==> src/rtl/chacha_qr_pkg.sv <==
// ----------------------------------------------------------------------------
// chacha_qr_pkg
//   Shared types and constants for the ChaCha quarter-round host initiator:
//   FSM state encoding, bus field widths, address field positions and the
//   bit positions of the wr/qr strobes on the core's uio_in pins.
//   Also provides a byte-select helper over the packed 128-bit {d,c,b,a} state.
// ----------------------------------------------------------------------------
package chacha_qr_pkg;

  localparam int unsigned ADDR_W    = 4;
  localparam int unsigned DATA_W    = 8;
  localparam int unsigned NUM_BYTES = 16;
  localparam int unsigned STATE_W   = NUM_BYTES * DATA_W;

  // Bus address = {reg[1:0], byte[1:0]}; reg 0=a..3=d, byte 0 = bits [7:0].
  localparam int unsigned REG_MSB  = 3;
  localparam int unsigned REG_LSB  = 2;
  localparam int unsigned BYTE_MSB = 1;
  localparam int unsigned BYTE_LSB = 0;

  // Strobe positions on the core's uio_in bus.
  localparam int unsigned UIO_WR_BIT = 7;
  localparam int unsigned UIO_QR_BIT = 6;

  typedef enum logic [2:0] {
    ST_IDLE  = 3'd0,
    ST_WRITE = 3'd1,
    ST_QR    = 3'd2,
    ST_READ  = 3'd3,
    ST_DONE  = 3'd4
  } state_e;

  // Byte k of the packed state; since reg-major addressing matches the
  // {d,c,b,a} packing, bus address k is simply bits [8k+7:8k].
  function automatic logic [DATA_W-1:0] byte_of(input logic [STATE_W-1:0] s,
                                                input logic [ADDR_W-1:0]  idx);
    byte_of = s[{idx, 3'b000} +: DATA_W];
  endfunction

endpackage

==> src/rtl/chacha_qr_rd_pipe.sv <==
// ----------------------------------------------------------------------------
// chacha_qr_rd_pipe
//   DEPTH-deep shift register of {valid, byte index} that tracks each READ
//   address issue until its data is present on bus_data_i, so the top can
//   capture exactly the byte that belongs to that address.
// Ports
//   clk, rst   clock, synchronous active-high reset (clears all stages)
//   i_valid    an address is being issued this cycle
//   i_idx      the issued byte address
//   o_valid    capture enable: bus_data_i holds the byte for o_idx
//   o_idx      byte index to capture into
// ----------------------------------------------------------------------------
import chacha_qr_pkg::*;

module chacha_qr_rd_pipe #(
  parameter int unsigned DEPTH = 1
) (
  input  logic              clk,
  input  logic              rst,
  input  logic              i_valid,
  input  logic [ADDR_W-1:0] i_idx,
  output logic              o_valid,
  output logic [ADDR_W-1:0] o_idx
);

  logic [DEPTH-1:0]  r_valid;
  logic [ADDR_W-1:0] r_idx [DEPTH];

  // Shift issue tags one stage per clock.
  always_ff @(posedge clk) begin
    if (rst) begin
      r_valid <= '0;
      for (int i = 0; i < int'(DEPTH); i++) begin
        r_idx[i] <= '0;
      end
    end else begin
      r_valid[0] <= i_valid;
      r_idx[0]   <= i_idx;
      for (int i = 1; i < int'(DEPTH); i++) begin
        r_valid[i] <= r_valid[i-1];
        r_idx[i]   <= r_idx[i-1];
      end
    end
  end

  assign o_valid = r_valid[DEPTH-1];
  assign o_idx   = r_idx[DEPTH-1];

endmodule

==> src/rtl/chacha_qr_host.sv <==
// ----------------------------------------------------------------------------
// chacha_qr_host
//   Host-side initiator for the ChaCha quarter-round byte bus. Accepts a
//   128-bit {d,c,b,a} state, writes it byte by byte into the QR core,
//   optionally pulses qr for QR_CYCLES cycles, reads all 16 bytes back and
//   presents the result on a valid/ready output port.
// Parameters
//   QR_CYCLES     cycles bus_qr_o is held high per operation (1..15)
//   READ_LATENCY  edges from address presented to bus_data_i valid (1..4)
// Ports
//   clk, rst                 clock, synchronous active-high reset
//   in_state/in_qr           request payload ([31:0]=a .. [127:96]=d)
//   in_valid/in_ready        request handshake (ready only in IDLE)
//   out_state/out_valid      result, held until out_ready
//   out_ready                result consumer ready
//   busy                     any state other than IDLE
//   bus_data_o/bus_addr_o    write byte / {reg,byte} address to the core
//   bus_wr_o/bus_qr_o        write and quarter-round strobes
//   bus_data_i               read-back byte from the core
// ----------------------------------------------------------------------------
import chacha_qr_pkg::*;

module chacha_qr_host #(
  parameter int unsigned QR_CYCLES    = 1,
  parameter int unsigned READ_LATENCY = 1
) (
  input  logic               clk,
  input  logic               rst,
  input  logic [STATE_W-1:0] in_state,
  input  logic               in_qr,
  input  logic               in_valid,
  output logic               in_ready,
  output logic [STATE_W-1:0] out_state,
  output logic               out_valid,
  input  logic               out_ready,
  output logic               busy,
  output logic [DATA_W-1:0]  bus_data_o,
  output logic [ADDR_W-1:0]  bus_addr_o,
  output logic               bus_wr_o,
  output logic               bus_qr_o,
  input  logic [DATA_W-1:0]  bus_data_i
);

  localparam logic [ADDR_W-1:0] ADDR_LAST = ADDR_W'(NUM_BYTES - 1);
  localparam logic [ADDR_W-1:0] QR_LAST   = ADDR_W'(QR_CYCLES - 1);

  state_e             r_state, w_state_nxt;
  logic [ADDR_W-1:0]  r_addr, w_addr_nxt;
  logic [DATA_W-1:0]  r_data, w_data_nxt;
  logic               r_wr, w_wr_nxt;
  logic               r_qr, w_qr_nxt;
  logic [ADDR_W-1:0]  r_qcnt, w_qcnt_nxt;
  logic               r_issue_done, w_issue_done_nxt;
  logic               r_out_valid, w_out_valid_nxt;
  logic               w_accept;
  logic [STATE_W-1:0] r_lat_state;
  logic               r_lat_qr;
  logic [STATE_W-1:0] r_out_state;
  logic               w_issue_v;
  logic               w_cap_v;
  logic [ADDR_W-1:0]  w_cap_idx;

  // An address is issued on every READ cycle until byte 15 has gone out;
  // the remaining READ cycles only drain the capture pipe.
  assign w_issue_v = (r_state == ST_READ) && !r_issue_done;

  chacha_qr_rd_pipe #(
    .DEPTH (READ_LATENCY)
  ) u_rd_pipe (
    .clk     (clk),
    .rst     (rst),
    .i_valid (w_issue_v),
    .i_idx   (r_addr),
    .o_valid (w_cap_v),
    .o_idx   (w_cap_idx)
  );

  // Next-state and next bus values; all bus outputs are registered.
  always_comb begin
    w_state_nxt      = r_state;
    w_addr_nxt       = 4'd0;
    w_data_nxt       = 8'd0;
    w_wr_nxt         = 1'b0;
    w_qr_nxt         = 1'b0;
    w_qcnt_nxt       = r_qcnt;
    w_issue_done_nxt = r_issue_done;
    w_out_valid_nxt  = 1'b0;
    w_accept         = 1'b0;
    case (r_state)
      ST_IDLE: begin
        if (in_valid) begin
          w_accept    = 1'b1;
          w_state_nxt = ST_WRITE;
          w_wr_nxt    = 1'b1;
          w_data_nxt  = byte_of(in_state, 4'd0);
        end else begin
          w_state_nxt = ST_IDLE;
        end
      end
      ST_WRITE: begin
        if (r_addr == ADDR_LAST) begin
          w_issue_done_nxt = 1'b0;
          w_qcnt_nxt       = 4'd0;
          if (r_lat_qr) begin
            w_state_nxt = ST_QR;
            w_qr_nxt    = 1'b1;
          end else begin
            w_state_nxt = ST_READ;
          end
        end else begin
          w_wr_nxt   = 1'b1;
          w_addr_nxt = r_addr + 4'd1;
          w_data_nxt = byte_of(r_lat_state, r_addr + 4'd1);
        end
      end
      ST_QR: begin
        if (r_qcnt == QR_LAST) begin
          w_state_nxt = ST_READ;
        end else begin
          w_qr_nxt   = 1'b1;
          w_qcnt_nxt = r_qcnt + 4'd1;
        end
      end
      ST_READ: begin
        // Address holds at 15 once issuing is finished (drain cycles).
        if (r_issue_done) begin
          w_addr_nxt = ADDR_LAST;
        end else if (r_addr == ADDR_LAST) begin
          w_issue_done_nxt = 1'b1;
          w_addr_nxt       = ADDR_LAST;
        end else begin
          w_addr_nxt = r_addr + 4'd1;
        end
        // Final byte lands on the same edge that enters DONE.
        if (w_cap_v && (w_cap_idx == ADDR_LAST)) begin
          w_state_nxt     = ST_DONE;
          w_addr_nxt      = 4'd0;
          w_out_valid_nxt = 1'b1;
        end else begin
          w_state_nxt = ST_READ;
        end
      end
      ST_DONE: begin
        if (out_ready) begin
          w_state_nxt = ST_IDLE;
        end else begin
          w_out_valid_nxt = 1'b1;
        end
      end
      default: begin
        w_state_nxt = ST_IDLE;
      end
    endcase
  end

  // FSM state, bus output and request latch registers.
  always_ff @(posedge clk) begin
    if (rst) begin
      r_state      <= ST_IDLE;
      r_addr       <= 4'd0;
      r_data       <= 8'd0;
      r_wr         <= 1'b0;
      r_qr         <= 1'b0;
      r_qcnt       <= 4'd0;
      r_issue_done <= 1'b0;
      r_out_valid  <= 1'b0;
      r_lat_state  <= '0;
      r_lat_qr     <= 1'b0;
    end else begin
      r_state      <= w_state_nxt;
      r_addr       <= w_addr_nxt;
      r_data       <= w_data_nxt;
      r_wr         <= w_wr_nxt;
      r_qr         <= w_qr_nxt;
      r_qcnt       <= w_qcnt_nxt;
      r_issue_done <= w_issue_done_nxt;
      r_out_valid  <= w_out_valid_nxt;
      if (w_accept) begin
        r_lat_state <= in_state;
        r_lat_qr    <= in_qr;
      end else begin
        r_lat_state <= r_lat_state;
        r_lat_qr    <= r_lat_qr;
      end
    end
  end

  // Read-back capture; a reset discards any partially read result.
  always_ff @(posedge clk) begin
    if (rst) begin
      r_out_state <= '0;
    end else if (w_cap_v) begin
      r_out_state[{w_cap_idx, 3'b000} +: DATA_W] <= bus_data_i;
    end else begin
      r_out_state <= r_out_state;
    end
  end

  // in_ready is masked by rst so it reads 0 for the whole reset window.
  assign in_ready   = (r_state == ST_IDLE) && !rst;
  assign busy       = (r_state != ST_IDLE);
  assign out_valid  = r_out_valid;
  assign out_state  = r_out_state;
  assign bus_data_o = r_data;
  assign bus_addr_o = r_addr;
  assign bus_wr_o   = r_wr;
  assign bus_qr_o   = r_qr;

endmodule

==> config.mk <==
export PLATFORM = sky130hd
export DESIGN_NAME = chacha_qr_host
export DESIGN_NICKNAME = d
export VERILOG_FILES = /design/src/rtl/chacha_qr_pkg.sv /design/src/rtl/chacha_qr_rd_pipe.sv /design/src/rtl/chacha_qr_host.sv
export SDC_FILE = /design/constraint.sdc
export NUM_CORES = 1
export LEC_CHECK = 0
export ABC_AREA = 1
export CORE_UTILIZATION = 53
export DETAILED_ROUTE_END_ITERATION = 8
export MAX_ROUTING_LAYER = met4
export PLACE_DENSITY = 0.85
export SYNTH_ARGS = -nofsm -noshare
export SYNTH_HDL_FRONTEND = slang
export SYNTH_SLANG_ARGS = --single-unit
==> constraint.sdc <==
create_clock -name clk -period 5.35 [get_ports clk]
set_input_delay 0.535 -clock clk [delete_from_list [all_inputs] [get_ports clk]]
set_output_delay 0.535 -clock clk [all_outputs]
set_load 0.05 [all_outputs]
## Word-level counts from Yosys, hierarchy flattened

Memories as Yosys holds them, arrays and structs flattened.
Cells that the tools add are included.

| word-level totals | value |
|---|---|
| flip-flop bits (word level) | 281 |
| RAM bits | 4 |
| bits of input ports | 141 |
| output and inout port bits | 145 |
| word-level logic and storage cells | 82 |
| memories | 1 |

Memory list:

| name | depth | bits a word | read ports | clocked after memory_dff | wr ports | RTL line | text |
|---|---|---|---|---|---|---|---|
| u_rd_pipe.r_idx | 1 | 4 | 1 | 0 | 1 | chacha_qr_rd_pipe.sv:27 | `logic [ADDR_W-1:0] r_idx [DEPTH];` |

| cells by class | value |
|---|---|
| add/subtract/negate cells | 3 |
| equal/unequal tests | 10 |
| shift-type cells | 3 |
| multiplexer cells | 39 |
| reduce and logical (&&, ||, !) cells | 14 |

Operators by type and width:

| kind | number |
|---|---|
| bitwise mux 128 bit | 1 |
| variable shift 8 x 9 -> 128 bit (first input constant) | 1 |
| variable part select 128 x 8 -> 8 bit | 1 |
| variable part select 8 x 9 -> 128 bit | 1 |
| 2-to-1 mux 4 bit | 7 |
| 2-to-1 mux 1 bit | 17 |
| 2-to-1 mux 8 bit | 2 |
| one-hot mux 4 bit (2 select lines) | 2 |
| one-hot mux 8 bit (2 select lines) | 1 |
| one-hot mux 3 bit (5 select lines) | 1 |
| 2-to-1 mux 3 bit | 4 |
| negator 7 -> 9 bit | 1 |
| adder 4 x 1 -> 4 bit (second input constant) | 2 |
| == test 4 bit (second input constant) | 2 |
| inequality test 2 bit (second input constant) | 4 |
| one-hot mux 1 bit (2 select lines) | 4 |
| == test 3 x 2 -> 1 bit (second input constant) | 2 |
| AND reduction 3 bit | 2 |
| zero test 4 bit | 1 |
| nonzero test 2 bit | 2 |
| OR reduction 4 bit | 1 |
| == test 3 x 1 -> 1 bit (second input constant) | 1 |
| == test 3 bit (second input constant) | 1 |
| logical AND 1 bit | 3 |
| other kinds (4) | 5 |

## Logic depth before layout (Yosys ltp)

Gate-level depths: netlist of run 1.

| logic depth | value |
|---|---|
| depth in word-level cells | 5 |
| mapped depth | 13 |
| depth with buffers taken out | 11 |

## Modules after synthesis

A second synthesis of run 1 with hierarchy kept.

| unflattened totals | value |
|---|---|
| cell total of the unflattened synthesis | 1565 |
| area, all modules | 11668.7 um^2 |

By module, submodules not included:

| module | instances | cells an instance | area each (um^2) | seq. area each (um^2) |
|---|---|---|---|---|
| chacha_qr_host | 1 | 1550 | 11531.1 | 5605.4 |
| chacha_qr_rd_pipe | 1 | 15 | 137.6 | 100.1 |

## Least setup slack after synthesis of run 1

OpenSTA, ideal clock, no wires.

| timing path | value |
|---|---|
| path type | input to output |
| start | in rst |
| end | out in_ready |
| data arrival time | 1782 ps |
| required time | 4815 ps |
| slack | 3033 ps |
| stages on the path | 4 |
| buffers on the path | 1 |
| cells stage by stage | clkbuf_1 > nor2_1 > inv_1 > nor2_1 |

| between the ends | value |
|---|---|
| cells in the longest elaborated chain, start to end | 2 |

Ends and longest elaborated chain:

| element | RTL line | text |
|---|---|---|
| start, declared | chacha_qr_host.sv:28 | `input logic rst,` |
| zero test 1 bit | chacha_qr_host.sv:200 | `assign in_ready = (r_state == ST_IDLE) && !rst;` |
| logical AND 1 bit | chacha_qr_host.sv:200 |  |
| end, declared | chacha_qr_host.sv:32 | `output logic in_ready,` |

Every way passes these cells.

## Worst setup path in the final report of run 1

| timing path | value |
|---|---|
| start | reg r_addr[0] (netlist: bus_addr_o[0]) |
| end | reg r_data[1] (netlist: bus_data_o[1]) |

| between the ends | value |
|---|---|
| cells in the longest elaborated chain, start to end | 4 |

Ends and longest elaborated chain:

| element | RTL line | text |
|---|---|---|
| start, declared | chacha_qr_host.sv:48 | `logic [ADDR_W-1:0] r_addr, w_addr_nxt;` |
| start signal, assigned | chacha_qr_host.sv:171 | `r_addr <= w_addr_nxt;` |
| adder 4 x 1 -> 4 bit | chacha_qr_host.sv:113 | `w_data_nxt = byte_of(r_lat_state, r_addr + 4'd1);` |
| variable part select 128 x 8 -> 8 bit | chacha_qr_pkg.sv:37 | `byte_of = s[{idx, 3'b000} +: DATA_W];` |
| 2-to-1 mux 8 bit * | chacha_qr_host.sv:101 | `if (r_addr == ADDR_LAST) begin` |
| one-hot mux 8 bit (2 select lines) * | chacha_qr_host.sv:89 | `case (r_state)` |
| end signal, assigned | chacha_qr_host.sv:172 | `r_data <= w_data_nxt;` |
| end, declared | chacha_qr_host.sv:49 | `logic [DATA_W-1:0] r_data, w_data_nxt;` |

Every way passes the cells marked *; elsewhere a longest branch is shown, timed or not.
A chain may end at the register's enable or synchronous reset.

==> impl_metrics.prom, run 1 <==
# TYPE chip_impl_metric gauge
chip_impl_metric{name="finalWeightedCongestion",unit=""} 0.898
chip_impl_metric{name="timing.critical_path.buf_inv",unit=""} 2
chip_impl_metric{name="final_core_utilization",unit="%"} 72.7
chip_impl_metric{name="setup_clock_skew_after_layout",unit="ns"} 0.0116
chip_impl_info{name="worst_path_dominant_cell_family",value="buffers and inverters"} 1
chip_impl_metric{name="final.period_utilization",unit="%"} 61.7
chip_impl_metric{name="maxCapViolCount",unit=""} 0
chip_impl_metric{name="final-hold-violation-count",unit=""} 0
chip_impl_metric{name="numPortBuffers",unit=""} 285
chip_impl_metric{name="cts_post_setup_buffers_inserted",unit=""} 0
chip_impl_metric{name="grt_antenna_before_repair",unit=""} 2
chip_impl_metric{name="seqPwrFrac",unit="%"} 42.6
chip_impl_metric{name="synth.distinct_cells",unit=""} 30
chip_impl_metric{name="synthesis.area",unit="sq um"} 11600
chip_impl_metric{name="cts-buffers-inserted",unit=""} 29
chip_impl_info{name="yosys.area.top_type",value="sky130_fd_sc_hd__dfxtp_1"} 1
chip_impl_metric{name="std_cell_rows",unit=""} 53
chip_impl_metric{name="detail-route-antenna-nets",unit=""} 0
chip_impl_metric{name="layout-drive-gt1-share",unit="%"} 5.51
chip_impl_info{name="outcome",value="finished, final reports clean"} 1
chip_impl_metric{name="setup.reg_to_reg.worst_slack",unit="ns"} 2.05
chip_impl_info{name="critPathLaunchType",value="flip-flop"} 1
chip_impl_metric{name="area_growth",unit="%"} 32.9
chip_impl_metric{name="yosys_warnings",unit=""} 0
chip_impl_metric{name="met2_global_route_usage",unit="%"} 49.4
chip_impl_metric{name="dp_hpwl",unit="microns"} 23300
chip_impl_info{name="synth_ff_type",value="sky130_fd_sc_hd__dfxtp_1"} 1
chip_impl_metric{name="period_minus_slack",unit="ns"} 3.30
chip_impl_info{name="cp_max_stage_cell",value="sky130_fd_sc_hd__clkinv_1"} 1
chip_impl_metric{name="clock_path_buffers",unit=""} 3
chip_impl_metric{name="cts-resized-gates",unit=""} 0
chip_impl_metric{name="die-height",unit="microns"} 150
chip_impl_info{name="rsz_0062_raised_after_global_routing",value="no"} 1
chip_impl_metric{name="initial_core_util",unit="%"} 54.7
chip_impl_metric{name="postRouteWirelength",unit="microns"} 34700
chip_impl_metric{name="first_pass_iters",unit=""} 6
chip_impl_metric{name="p_sw",unit="mW"} 1.86
chip_impl_metric{name="die_area",unit="sq um"} 22500
chip_impl_info{name="timing.critical_path.cells",value="clkinv_1 -> o211ai_1 -> nand2_1 -> nand2_1 -> nand2_1 -> nand2_1 -> nand3_1 -> nand2_1 -> inv_1"} 1
chip_impl_metric{name="combinationalPowerShare",unit="%"} 22.0
chip_impl_metric{name="swShare",unit="%"} 31.3
chip_impl_info{name="hold_path_class",value="in -> reg"} 1
chip_impl_metric{name="clk-insertion-delay-late",unit="ns"} 0.55
chip_impl_metric{name="route.detailed.vias_per_inst",unit=""} 5.44
chip_impl_metric{name="power.clock.fraction",unit="%"} 35.4
chip_impl_metric{name="cts_hold_bufs",unit=""} 0
chip_impl_metric{name="grt_first_pass_wirelength",unit="microns"} 54300
chip_impl_metric{name="grt_overflow_total",unit=""} 0
chip_impl_metric{name="maxSlewViolCount",unit=""} 0
chip_impl_metric{name="design.core.area",unit="sq um"} 21200
chip_impl_metric{name="drtIter0Drc",unit=""} 808
chip_impl_info{name="endpoint_kind",value="flip-flop"} 1
chip_impl_info{name="grt_most_used_layer",value="met2"} 1
chip_impl_info{name="cp_common_cell",value="sky130_fd_sc_hd__nand2_1"} 1
chip_impl_metric{name="yosysSeqAreaShare",unit="%"} 49.2
chip_impl_metric{name="clock_sinks",unit=""} 285
chip_impl_metric{name="floorplan.io_pins",unit=""} 286
chip_impl_metric{name="global_route.usage.met3",unit="%"} 7.59
chip_impl_metric{name="pin_count_of_the_biggest_net_entering_global_routing",unit=""} 101
chip_impl_metric{name="power_density",unit="nW/um^2"} 385
chip_impl_metric{name="max-slew-margin-rel",unit="%"} 25.2
chip_impl_metric{name="crit_fanout",unit=""} 100
chip_impl_metric{name="internal_power",unit="mW"} 4.08
chip_impl_metric{name="mappedNetlistNets",unit=""} 1700
chip_impl_metric{name="peakVddDrop",unit="V"} 0.000312
chip_impl_metric{name="gr-usage-all-layers",unit="%"} 31.2
chip_impl_metric{name="synth_edf_count",unit=""} 0
chip_impl_metric{name="global_route.usage.met1",unit="%"} 39.7
chip_impl_metric{name="clk_transition_reported_paths",unit="ns"} 0.06
chip_impl_metric{name="clock_tree.htree_level_count",unit=""} 1
chip_impl_metric{name="total_leakage_power",unit="nW"} 5.91
chip_impl_info{name="layout_common_cells",value="sky130_fd_sc_hd__nand2_1, sky130_fd_sc_hd__dfxtp_1, sky130_fd_sc_hd__clkdlybuf4s50_1, sky130_fd_sc_hd__a21oi_1, sky130_fd_sc_hd__o21ai_0"} 1
chip_impl_info{name="tritoncts",value="yes"} 1
chip_impl_metric{name="route.detailed.wl_per_inst",unit="microns"} 16.7
chip_impl_metric{name="synthCells",unit=""} 1553
chip_impl_metric{name="drc_errors",unit=""} 0
chip_impl_info{name="critical_path_class",value="reg -> reg"} 1
chip_impl_metric{name="finalNetCount",unit=""} 1920
chip_impl_info{name="synthTopCellsByArea",value="sky130_fd_sc_hd__dfxtp_1, sky130_fd_sc_hd__a21oi_1, sky130_fd_sc_hd__nand2_1, sky130_fd_sc_hd__o21ai_0, sky130_fd_sc_hd__inv_1"} 1
chip_impl_metric{name="timing.fmax",unit="GHz"} 0.303
chip_impl_metric{name="arrival",unit="ns"} 3.75
chip_impl_metric{name="postSynthRegisterBits",unit=""} 285
chip_impl_metric{name="finalSetupTns",unit="ns"} 0
chip_impl_metric{name="required",unit="ns"} 5.80
chip_impl_info{name="leading_cell_type_in_the_layout_fill_and_taps_excluded",value="sky130_fd_sc_hd__nand2_1"} 1
chip_impl_metric{name="area_fraction_of_the_dominant_cell_type_after_synthesis",unit="%"} 49.2
chip_impl_metric{name="num_vias",unit=""} 11300
chip_impl_metric{name="critPathMaxStageDelay",unit="ns"} 1.18
chip_impl_metric{name="setup_viol",unit=""} 0
chip_impl_metric{name="tightest_slew",unit="ns"} 1.12
chip_impl_metric{name="die_x",unit="microns"} 150
chip_impl_metric{name="grt_pass1_vias",unit=""} 10500
chip_impl_metric{name="postSynthAreaPerCell",unit="sq um"} 7.47
chip_impl_metric{name="asyncSetResetFlopFracSynth",unit="%"} 0
chip_impl_info{name="clockRootBuffer",value="sky130_fd_sc_hd__clkbuf_16"} 1
## cell usage after synthesis (5+ instances only)
cell type	n
sky130_fd_sc_hd__inv_1	137
sky130_fd_sc_hd__nor2_1	98
sky130_fd_sc_hd__o21ai_0	194
sky130_fd_sc_hd__nor3_1	16
sky130_fd_sc_hd__o21ai_1	9
sky130_fd_sc_hd__o211ai_1	35
sky130_fd_sc_hd__nor2_2	8
sky130_fd_sc_hd__a21oi_1	242
sky130_fd_sc_hd__nand3_1	79
sky130_fd_sc_hd__clkbuf_1	65
sky130_fd_sc_hd__buf_2	27
sky130_fd_sc_hd__nand2_1	295
sky130_fd_sc_hd__nand4_1	5
sky130_fd_sc_hd__ha_1	6
sky130_fd_sc_hd__dfxtp_1	285
sky130_fd_sc_hd__nand2_2	7
sky130_fd_sc_hd__nor2_4	8
sky130_fd_sc_hd__buf_4	8
sky130_fd_sc_hd__inv_2	9
## cell families after synthesis
logic type      share of synthesized area [%]
simple gates                             19.3
compound gates                           21.8
flops                                    49.2
buf+inv                                  8.78
fa+ha+maj                               0.647
xor+xnor                                0.302
## stage by stage
step                std cells  setup slack [ns]  hold slack (ns)  cell area (sq um)  power (mW)
floorplan                1553              3.03            0.416              11600        3.46
global placement         2017              2.14            0.432              14400        3.82
detailed placement       2017              2.12            0.441              14400        3.86
CTS                      2071              2.09            0.384              15400        5.95
global route             2073              1.68            0.433              15400        6.24
finish                   2073              2.05            0.399              15400        5.94
## worst min-delay path: cells and delay by family
kind                   cells  cell delay (ns)
buffers and inverters      2             0.13
and+or+nand+nor            2             0.24
## flip-flops by register name, summed over array words and instances, names as in the netlist
signal / count
r_qcnt: 4
bus_qr_o: 1
bus_data_o: 8
r_lat_qr: 1
bus_wr_o: 1
r_issue_done: 1
r_state: 3
out_valid: 1
bus_addr_o: 4
r_lat_state: 128
u_rd_pipe.o_valid: 1
out_state: 128
u_rd_pipe.r_idx: 4
## final cells by class
cell class              count  area (sq um)
fillers                  1621          5800
flip-flops and latches    285          5710
multi-input cells        1015          4880
repair buffers            293          2910
clock buffers              37           796
inverters                 149           567
well taps                 275           344
clock inverters            17           206
diodes                      2          5.00
## per-layer routing
layer  share of wire (%)  wire [microns]
met5                   0               0
met4                 2.3             789
met3                  10            3490
met2                  47           16100
met1                  41           14300
## power groups by stage
stage / registers [mW] / clock network [mW] / logic, mW
floorplan: 2.59 / 0 / 0.866
global placement: 2.56 / 0 / 1.26
detailed placement: 2.57 / 0 / 1.28
CTS: 2.53 / 2.13 / 1.30
global route: 2.56 / 2.23 / 1.46
finish: 2.53 / 2.11 / 1.31
## final timing paths
path                               startpoint       endpoint  cells past startpoint
worst min register to register   out_state[1]   out_state[1]                      2
worst max-delay path            bus_addr_o[0]  bus_data_o[1]                      9
worst max register to register  bus_addr_o[0]  bus_data_o[1]                      9
worst min-delay path                      rst  bus_data_o[1]                      4
Note: power is estimated with default switching activity, not from simulation.
==> run 2, diff against run 1 <==
--- a/config.mk
+++ b/config.mk
@@ -6,10 +6,10 @@
 export NUM_CORES = 1
 export LEC_CHECK = 0
 export ABC_AREA = 1
-export CORE_UTILIZATION = 53
+export CORE_UTILIZATION = 50
 export DETAILED_ROUTE_END_ITERATION = 8
 export MAX_ROUTING_LAYER = met4
-export PLACE_DENSITY = 0.85
+export PLACE_DENSITY = 0.81
 export SYNTH_ARGS = -nofsm -noshare
 export SYNTH_HDL_FRONTEND = slang
 export SYNTH_SLANG_ARGS = --single-unit
==> constraint.sdc (replaced) <==
create_clock -name clk -period 3.2 [get_ports clk]
set_input_delay 0.32 -clock clk [delete_from_list [all_inputs] [get_ports clk]]
set_output_delay 0.32 -clock clk [all_outputs]
set_load 0.05 [all_outputs]
==> impl_metrics.prom, run 2 (same netlist as run 1, synthesis figures left out) <==
# TYPE chip_impl_metric gauge
chip_impl_info{name="layout_common_cells",value="sky130_fd_sc_hd__nand2_1, sky130_fd_sc_hd__dfxtp_1, sky130_fd_sc_hd__clkdlybuf4s50_1, sky130_fd_sc_hd__a21oi_1, sky130_fd_sc_hd__o21ai_0"} 1
chip_impl_metric{name="cts_hold_bufs",unit=""} 0
chip_impl_metric{name="swShare",unit="%"} 30.7
chip_impl_metric{name="design.core.area",unit="sq um"} 22700
chip_impl_metric{name="placedCellCount",unit=""} 2036
chip_impl_info{name="hold_path_class",value="in -> reg"} 1
chip_impl_metric{name="tightest_slew",unit="ns"} 0.988
chip_impl_info{name="critical_path_class",value="reg -> reg"} 1
chip_impl_metric{name="initial_core_util",unit="%"} 51.1
chip_impl_metric{name="setup_clock_skew_after_layout",unit="ns"} 0.0127
chip_impl_metric{name="layout.filler_cells",unit=""} 1814
chip_impl_metric{name="die_area",unit="sq um"} 23800
chip_impl_metric{name="peakVddDrop",unit="V"} 0.000478
chip_impl_metric{name="timing.fmax",unit="GHz"} 0.371
chip_impl_metric{name="p_sw",unit="mW"} 3.12
chip_impl_metric{name="worst_hold_slack",unit="ns"} 0.0233
chip_impl_info{name="critPathLaunchType",value="flip-flop"} 1
chip_impl_metric{name="clk_transition_reported_paths",unit="ns"} 0.06
chip_impl_metric{name="numPortBuffers",unit=""} 285
chip_impl_metric{name="combinationalPowerShare",unit="%"} 22.1
chip_impl_metric{name="grt_first_pass_wirelength",unit="microns"} 54800
chip_impl_metric{name="power_density",unit="nW/um^2"} 651
chip_impl_metric{name="clock_tree.htree_level_count",unit=""} 1
chip_impl_metric{name="dp_hpwl",unit="microns"} 23500
chip_impl_info{name="outcome",value="finished, final reports clean"} 1
chip_impl_metric{name="route.detailed.wl_per_inst",unit="microns"} 16.7
chip_impl_metric{name="pin_count_of_the_biggest_net_entering_global_routing",unit=""} 167
chip_impl_info{name="endpoint_kind",value="flip-flop"} 1
chip_impl_metric{name="required",unit="ns"} 3.68
chip_impl_metric{name="maxSlewViolCount",unit=""} 0
chip_impl_metric{name="final-instance-count-excl-fill",unit=""} 2093
chip_impl_metric{name="clk-insertion-delay-late",unit="ns"} 0.55
chip_impl_metric{name="cts-resized-gates",unit=""} 0
chip_impl_metric{name="die_x",unit="microns"} 154
chip_impl_metric{name="total_leakage_power",unit="nW"} 6.00
chip_impl_metric{name="finalSetupTns",unit="ns"} 0
chip_impl_metric{name="maxCapViolCount",unit=""} 0
chip_impl_info{name="clockRootBuffer",value="sky130_fd_sc_hd__clkbuf_16"} 1
chip_impl_metric{name="clock_path_buffers",unit=""} 3
chip_impl_metric{name="crit_fanout",unit=""} 18
chip_impl_metric{name="final-hold-violation-count",unit=""} 0
chip_impl_info{name="leading_cell_type_in_the_layout_fill_and_taps_excluded",value="sky130_fd_sc_hd__nand2_1"} 1
chip_impl_metric{name="cts-buffers-inserted",unit=""} 30
chip_impl_metric{name="max-slew-margin-rel",unit="%"} 34.1
chip_impl_metric{name="std_cell_rows",unit=""} 55
chip_impl_metric{name="grt_overflow_total",unit=""} 0
chip_impl_metric{name="period_minus_slack",unit="ns"} 2.70
chip_impl_metric{name="num_vias",unit=""} 11200
chip_impl_metric{name="finalNetCount",unit=""} 1930
chip_impl_metric{name="clock_sinks",unit=""} 285
chip_impl_metric{name="drc_errors",unit=""} 0
chip_impl_metric{name="first_pass_iters",unit=""} 5
chip_impl_metric{name="gr-usage-all-layers",unit="%"} 29.3
chip_impl_info{name="tritoncts",value="yes"} 1
chip_impl_metric{name="floorplan.io_pins",unit=""} 286
chip_impl_metric{name="arrival",unit="ns"} 3.17
chip_impl_metric{name="postRouteWirelength",unit="microns"} 34900
chip_impl_metric{name="area_growth",unit="%"} 34.5
chip_impl_metric{name="route.detailed.vias_per_inst",unit=""} 5.35
chip_impl_metric{name="drtIter0Drc",unit=""} 749
chip_impl_metric{name="seqPwrFrac",unit="%"} 41.3
chip_impl_metric{name="power.clock.fraction",unit="%"} 36.7
chip_impl_metric{name="die-height",unit="microns"} 154
chip_impl_metric{name="internal_power",unit="mW"} 7.03
chip_impl_metric{name="cts_post_setup_buffers_inserted",unit=""} 0
chip_impl_metric{name="layout-drive-gt1-share",unit="%"} 6.25
chip_impl_metric{name="grt_antenna_before_repair",unit=""} 1
chip_impl_metric{name="finalWeightedCongestion",unit=""} 0.890
chip_impl_metric{name="final.period_utilization",unit="%"} 84.3
chip_impl_metric{name="setup_viol",unit=""} 0
chip_impl_info{name="rsz_0062_raised_after_global_routing",value="no"} 1
chip_impl_metric{name="detail-route-antenna-nets",unit=""} 0
chip_impl_metric{name="grt_pass1_vias",unit=""} 10700
## run 2: changes by cell type in the layout (fill, tap and decap cells not counted)
cell / before / now
sky130_fd_sc_hd__clkbuf_8: 4 / 6
sky130_fd_sc_hd__inv_6: 3 / 1
sky130_fd_sc_hd__xnor2_2: 0 / 1
sky130_fd_sc_hd__clkdlybuf4s50_1: 284 / 283
sky130_fd_sc_hd__clkbuf_1: 4 / 3
sky130_fd_sc_hd__diode_2: 2 / 1
sky130_fd_sc_hd__buf_4: 9 / 18
sky130_fd_sc_hd__clkbuf_16: 29 / 32
sky130_fd_sc_hd__buf_12: 0 / 1
sky130_fd_sc_hd__xnor2_1: 1 / 0
## run 2: area by class of cell
class	count	area, sq um	area share [%]
diodes	1	2.50	0.0160
clock buffers	41	895	5.74
clock inverters	15	189	1.21
inverters	149	567	3.63
multi-input cells	1015	4890	31.4
flip-flops and latches	285	5710	36.6
well taps	285	357	2.29
repair buffers	302	2990	19.2
## run 2: power groups by stage
| stage | combinational (mW) | sequential, mW | clock, mW |
|---|---|---|---|
| floorplan | 1.45 | 4.33 | 0 |
| global placement | 2.18 | 4.24 | 0 |
| detailed placement | 2.21 | 4.26 | 0 |
| CTS | 2.24 | 4.19 | 3.76 |
| global route | 2.51 | 4.23 | 3.90 |
| finish | 2.24 | 4.19 | 3.72 |
## run 2: through the flow
step / worst slack (ns) / total power [mW] / area, sq um / utilization (%)
finish: 0.503 / 10.1 / 15600 / 68.7
global route: 0.243 / 10.6 / 15600 / 68.7
CTS: 0.561 / 10.2 / 15600 / 68.7
detailed placement: 0.616 / 6.47 / 14500 / 63.9
global placement: 0.817 / 6.42 / 14500 / 63.9
floorplan: 1.00 / 5.78 / 11600 / -
## run 2: final timing paths
kind                    startpoint               endpoint  slack (ns)  depth (start not counted)
min                            rst  u_rd_pipe.r_idx[0][0]        0.02                          2
min reg2reg           out_state[4]           out_state[4]        0.45                          2
max reg2reg  u_rd_pipe.r_idx[0][0]          out_state[52]        0.50                          8
max          u_rd_pipe.r_idx[0][0]          out_state[52]        0.50                          8
## run 2: metal layers
layer	routed length, microns	track usage (%)
met4	963	9.48
met3	3250	6.64
met5	0	-
met2	16000	47.4
met1	14700	36.4
## run 2: worst max-delay path, cell delays in order (launching register included)
cell and delay [ns]:
sky130_fd_sc_hd__dfxtp_1 0.53, sky130_fd_sc_hd__inv_2 0.21, sky130_fd_sc_hd__ha_1 0.65, sky130_fd_sc_hd__nand3_1 0.21
sky130_fd_sc_hd__nor2_2 0.37, sky130_fd_sc_hd__nand2_1 0.27, sky130_fd_sc_hd__inv_2 0.19, sky130_fd_sc_hd__nor2_1 0.06
sky130_fd_sc_hd__nor2_1 0.11
==> run 3, diff against run 2 <==
--- a/config.mk
+++ b/config.mk
@@ -6,10 +6,10 @@
 export NUM_CORES = 1
 export LEC_CHECK = 0
 export ABC_AREA = 1
-export CORE_UTILIZATION = 50
+export CORE_UTILIZATION = 45
 export DETAILED_ROUTE_END_ITERATION = 8
 export MAX_ROUTING_LAYER = met4
-export PLACE_DENSITY = 0.81
+export PLACE_DENSITY = 0.77
 export SYNTH_ARGS = -nofsm -noshare
 export SYNTH_HDL_FRONTEND = slang
 export SYNTH_SLANG_ARGS = --single-unit
==> constraint.sdc (replaced) <==
create_clock -name clk -period 2.2 [get_ports clk]
set_input_delay 0.22 -clock clk [delete_from_list [all_inputs] [get_ports clk]]
set_output_delay 0.22 -clock clk [all_outputs]
set_load 0.05 [all_outputs]
==> impl_metrics.prom, run 3 (same netlist as run 1, synthesis figures left out) <==
# TYPE chip_impl_metric gauge
chip_impl_info{name="outcome",value="finished, final reports clean"} 1
chip_impl_metric{name="final-instance-count-excl-fill",unit=""} 2155
chip_impl_metric{name="pre_cts_slack",unit="ns"} 0.100
chip_impl_metric{name="worst_hold_slack",unit="ns"} 0.0668
chip_impl_metric{name="die_area",unit="sq um"} 26400
chip_impl_metric{name="period_minus_slack",unit="ns"} 2.09
chip_impl_metric{name="drtIter0Drc",unit=""} 983
chip_impl_metric{name="final.period_utilization",unit="%"} 95.2
chip_impl_metric{name="clk-insertion-delay-late",unit="ns"} 0.55
chip_impl_metric{name="clk_transition_reported_paths",unit="ns"} 0.06
chip_impl_metric{name="clock_tree.htree_level_count",unit=""} 1
chip_impl_metric{name="finalWeightedCongestion",unit=""} 0.937
chip_impl_metric{name="tightest_slew",unit="ns"} 0.686
chip_impl_metric{name="required",unit="ns"} 2.65
chip_impl_metric{name="arrival",unit="ns"} 2.54
chip_impl_metric{name="finalNetCount",unit=""} 1950
chip_impl_info{name="hold_path_class",value="in -> reg"} 1
chip_impl_info{name="tritoncts",value="yes"} 1
chip_impl_metric{name="final-hold-violation-count",unit=""} 0
chip_impl_metric{name="drc_errors",unit=""} 0
chip_impl_metric{name="postRouteWirelength",unit="microns"} 35500
chip_impl_metric{name="power_density",unit="nW/um^2"} 905
chip_impl_info{name="cp_max_stage_cell",value="sky130_fd_sc_hd__nor2_4"} 1
chip_impl_metric{name="layout-drive-gt1-share",unit="%"} 6.80
chip_impl_metric{name="finalSetupTns",unit="ns"} 0
chip_impl_metric{name="setup_clock_skew_after_layout",unit="ns"} 0.00435
chip_impl_metric{name="grt_pass1_vias",unit=""} 10700
chip_impl_info{name="worst_path_dominant_cell_family",value="simple AND/OR/NAND/NOR gates"} 1
chip_impl_metric{name="multiInputGateArea",unit="sq um"} 4900
chip_impl_metric{name="floorplan.io_pins",unit=""} 286
chip_impl_info{name="leading_cell_type_in_the_layout_fill_and_taps_excluded",value="sky130_fd_sc_hd__nand2_1"} 1
chip_impl_metric{name="final_core_utilization",unit="%"} 62.4
chip_impl_info{name="endpoint_kind",value="flip-flop"} 1
chip_impl_metric{name="fin_ws",unit="ns"} 0.105
chip_impl_metric{name="numPortBuffers",unit=""} 285
chip_impl_info{name="timing.critical_path.cells",value="inv_1 -> ha_1 -> inv_1 -> nand2_1 -> nand2_1 -> inv_2 -> nand3_1 -> nor2_4 -> nor2_1 -> a211oi_1"} 1
chip_impl_metric{name="num_vias",unit=""} 11200
chip_impl_metric{name="route.detailed.wl_per_inst",unit="microns"} 16.5
chip_impl_metric{name="crit_fanout",unit=""} 16
chip_impl_metric{name="cts_hold_bufs",unit=""} 0
chip_impl_metric{name="grt_overflow_total",unit=""} 0
chip_impl_metric{name="initial_core_util",unit="%"} 45.9
chip_impl_metric{name="gr-usage-all-layers",unit="%"} 26.8
chip_impl_metric{name="maxCapViolCount",unit=""} 0
chip_impl_metric{name="peakVddDrop",unit="V"} 0.000568
chip_impl_metric{name="detail-route-antenna-nets",unit=""} 0
chip_impl_metric{name="critPathMaxStageDelay",unit="ns"} 0.37
chip_impl_metric{name="grt_first_pass_wirelength",unit="microns"} 55100
chip_impl_metric{name="placedCellCount",unit=""} 2098
chip_impl_metric{name="route.detailed.vias_per_inst",unit=""} 5.21
chip_impl_metric{name="max-slew-margin-rel",unit="%"} 54.2
chip_impl_metric{name="std_cell_rows",unit=""} 58
chip_impl_metric{name="total_leakage_power",unit="nW"} 6.07
chip_impl_info{name="critical_path_class",value="reg -> reg"} 1
chip_impl_metric{name="design.core.area",unit="sq um"} 25300
chip_impl_metric{name="cts-buffers-inserted",unit=""} 29
chip_impl_info{name="clockRootBuffer",value="sky130_fd_sc_hd__clkbuf_16"} 1
chip_impl_metric{name="pin_count_of_the_biggest_net_entering_global_routing",unit=""} 107
chip_impl_metric{name="clock_sinks",unit=""} 285
chip_impl_info{name="layout_common_cells",value="sky130_fd_sc_hd__nand2_1, sky130_fd_sc_hd__dfxtp_1, sky130_fd_sc_hd__clkdlybuf4s50_1, sky130_fd_sc_hd__a21oi_1, sky130_fd_sc_hd__o21ai_0"} 1
chip_impl_metric{name="placement.cell_area",unit="sq um"} 14800
chip_impl_metric{name="clock_path_buffers",unit=""} 3
chip_impl_metric{name="area_growth",unit="%"} 35.8
chip_impl_metric{name="timing.critical_path.buf_inv",unit=""} 3
chip_impl_metric{name="first_pass_iters",unit=""} 5
chip_impl_metric{name="layout.filler_cells",unit=""} 2218
chip_impl_metric{name="die_x",unit="microns"} 163
chip_impl_metric{name="stdcell_area",unit="sq um"} 15700
chip_impl_metric{name="timing.fmax",unit="GHz"} 0.477
chip_impl_metric{name="dp_hpwl",unit="microns"} 24600
chip_impl_metric{name="die-height",unit="microns"} 163
chip_impl_metric{name="final-seq-area",unit="sq um"} 5710
chip_impl_metric{name="setup_viol",unit=""} 0
chip_impl_metric{name="fin_total_pwr",unit="mW"} 14.3
chip_impl_metric{name="grt_antenna_before_repair",unit=""} 1
chip_impl_metric{name="maxSlewViolCount",unit=""} 0
chip_impl_info{name="critPathLaunchType",value="flip-flop"} 1
==> run 3: cell count changes in the layout (fill, tap and decap cells not counted), moves of 2 or more <==
cell | previous run | this run
sky130_fd_sc_hd__buf_4 | 18 | 33
sky130_fd_sc_hd__buf_12 | 1 | 8
sky130_fd_sc_hd__clkbuf_1 | 3 | 10
sky130_fd_sc_hd__clkinvlp_4 | 4 | 0
sky130_fd_sc_hd__bufinv_16 | 4 | 1
sky130_fd_sc_hd__clkdlybuf4s50_1 | 283 | 280
sky130_fd_sc_hd__clkinv_2 | 6 | 3
sky130_fd_sc_hd__clkbuf_16 | 32 | 30
sky130_fd_sc_hd__dlygate4sd2_1 | 0 | 2
==> run 3: final timing paths <==
path	end	cells after the start	from	slack, ns
setup / recovery	out_state[9]	10	u_rd_pipe.r_idx[0][1]	0.11
hold reg to reg	out_state[4]	2	out_state[4]	0.45
setup reg to reg	out_state[9]	10	u_rd_pipe.r_idx[0][1]	0.11
hold / removal	u_rd_pipe.r_idx[0][2]	2	rst	0.07
==> run 3: layout make-up <==
| type | instances | share of cell area, % |
|---|---|---|
| diodes | 2 | 0.0318 |
| clock buffers | 46 | 5.53 |
| clock inverters | 5 | 0.342 |
| inverters | 149 | 3.60 |
| multi-input cells | 1015 | 31.1 |
| flip-flops and latches | 285 | 36.3 |
| well taps | 330 | 2.62 |
| repair buffers | 323 | 20.5 |
==> run 3: routing by layer <==
metal / part of all wire (%) / GRT usage (%) / routed length [microns]
met5: 0 / - / 0
met1: 42 / 33.2 / 14900
met4: 3.0 / 8.75 / 1060
met2: 46 / 42.7 / 16200
met3: 9.3 / 6.54 / 3290
==> run 3: where the power goes <==
part	switching [mW]	total, mW	internal, mW
registers	0.235	6.06	5.82
logic	2.22	3.40	1.17
clock network	1.99	4.80	2.81
==> run 3: what timing repair did <==
action	CTS	global route
pin swaps	0	2
setup endpoints to repair	2	15
buffers inserted	0	4
gates resized for setup	2	2
==> run 3: worst reg2reg max path: cells and delay by family (launching register included) <==
family | cells | cell delay, ns
adders and majority gates | 1 | 0.22
and+or+nand+nor | 5 | 0.89
DFF | 1 | 0.31
buffers and inverters | 3 | 0.35
AOI/OAI and AO/OA | 1 | 0.22
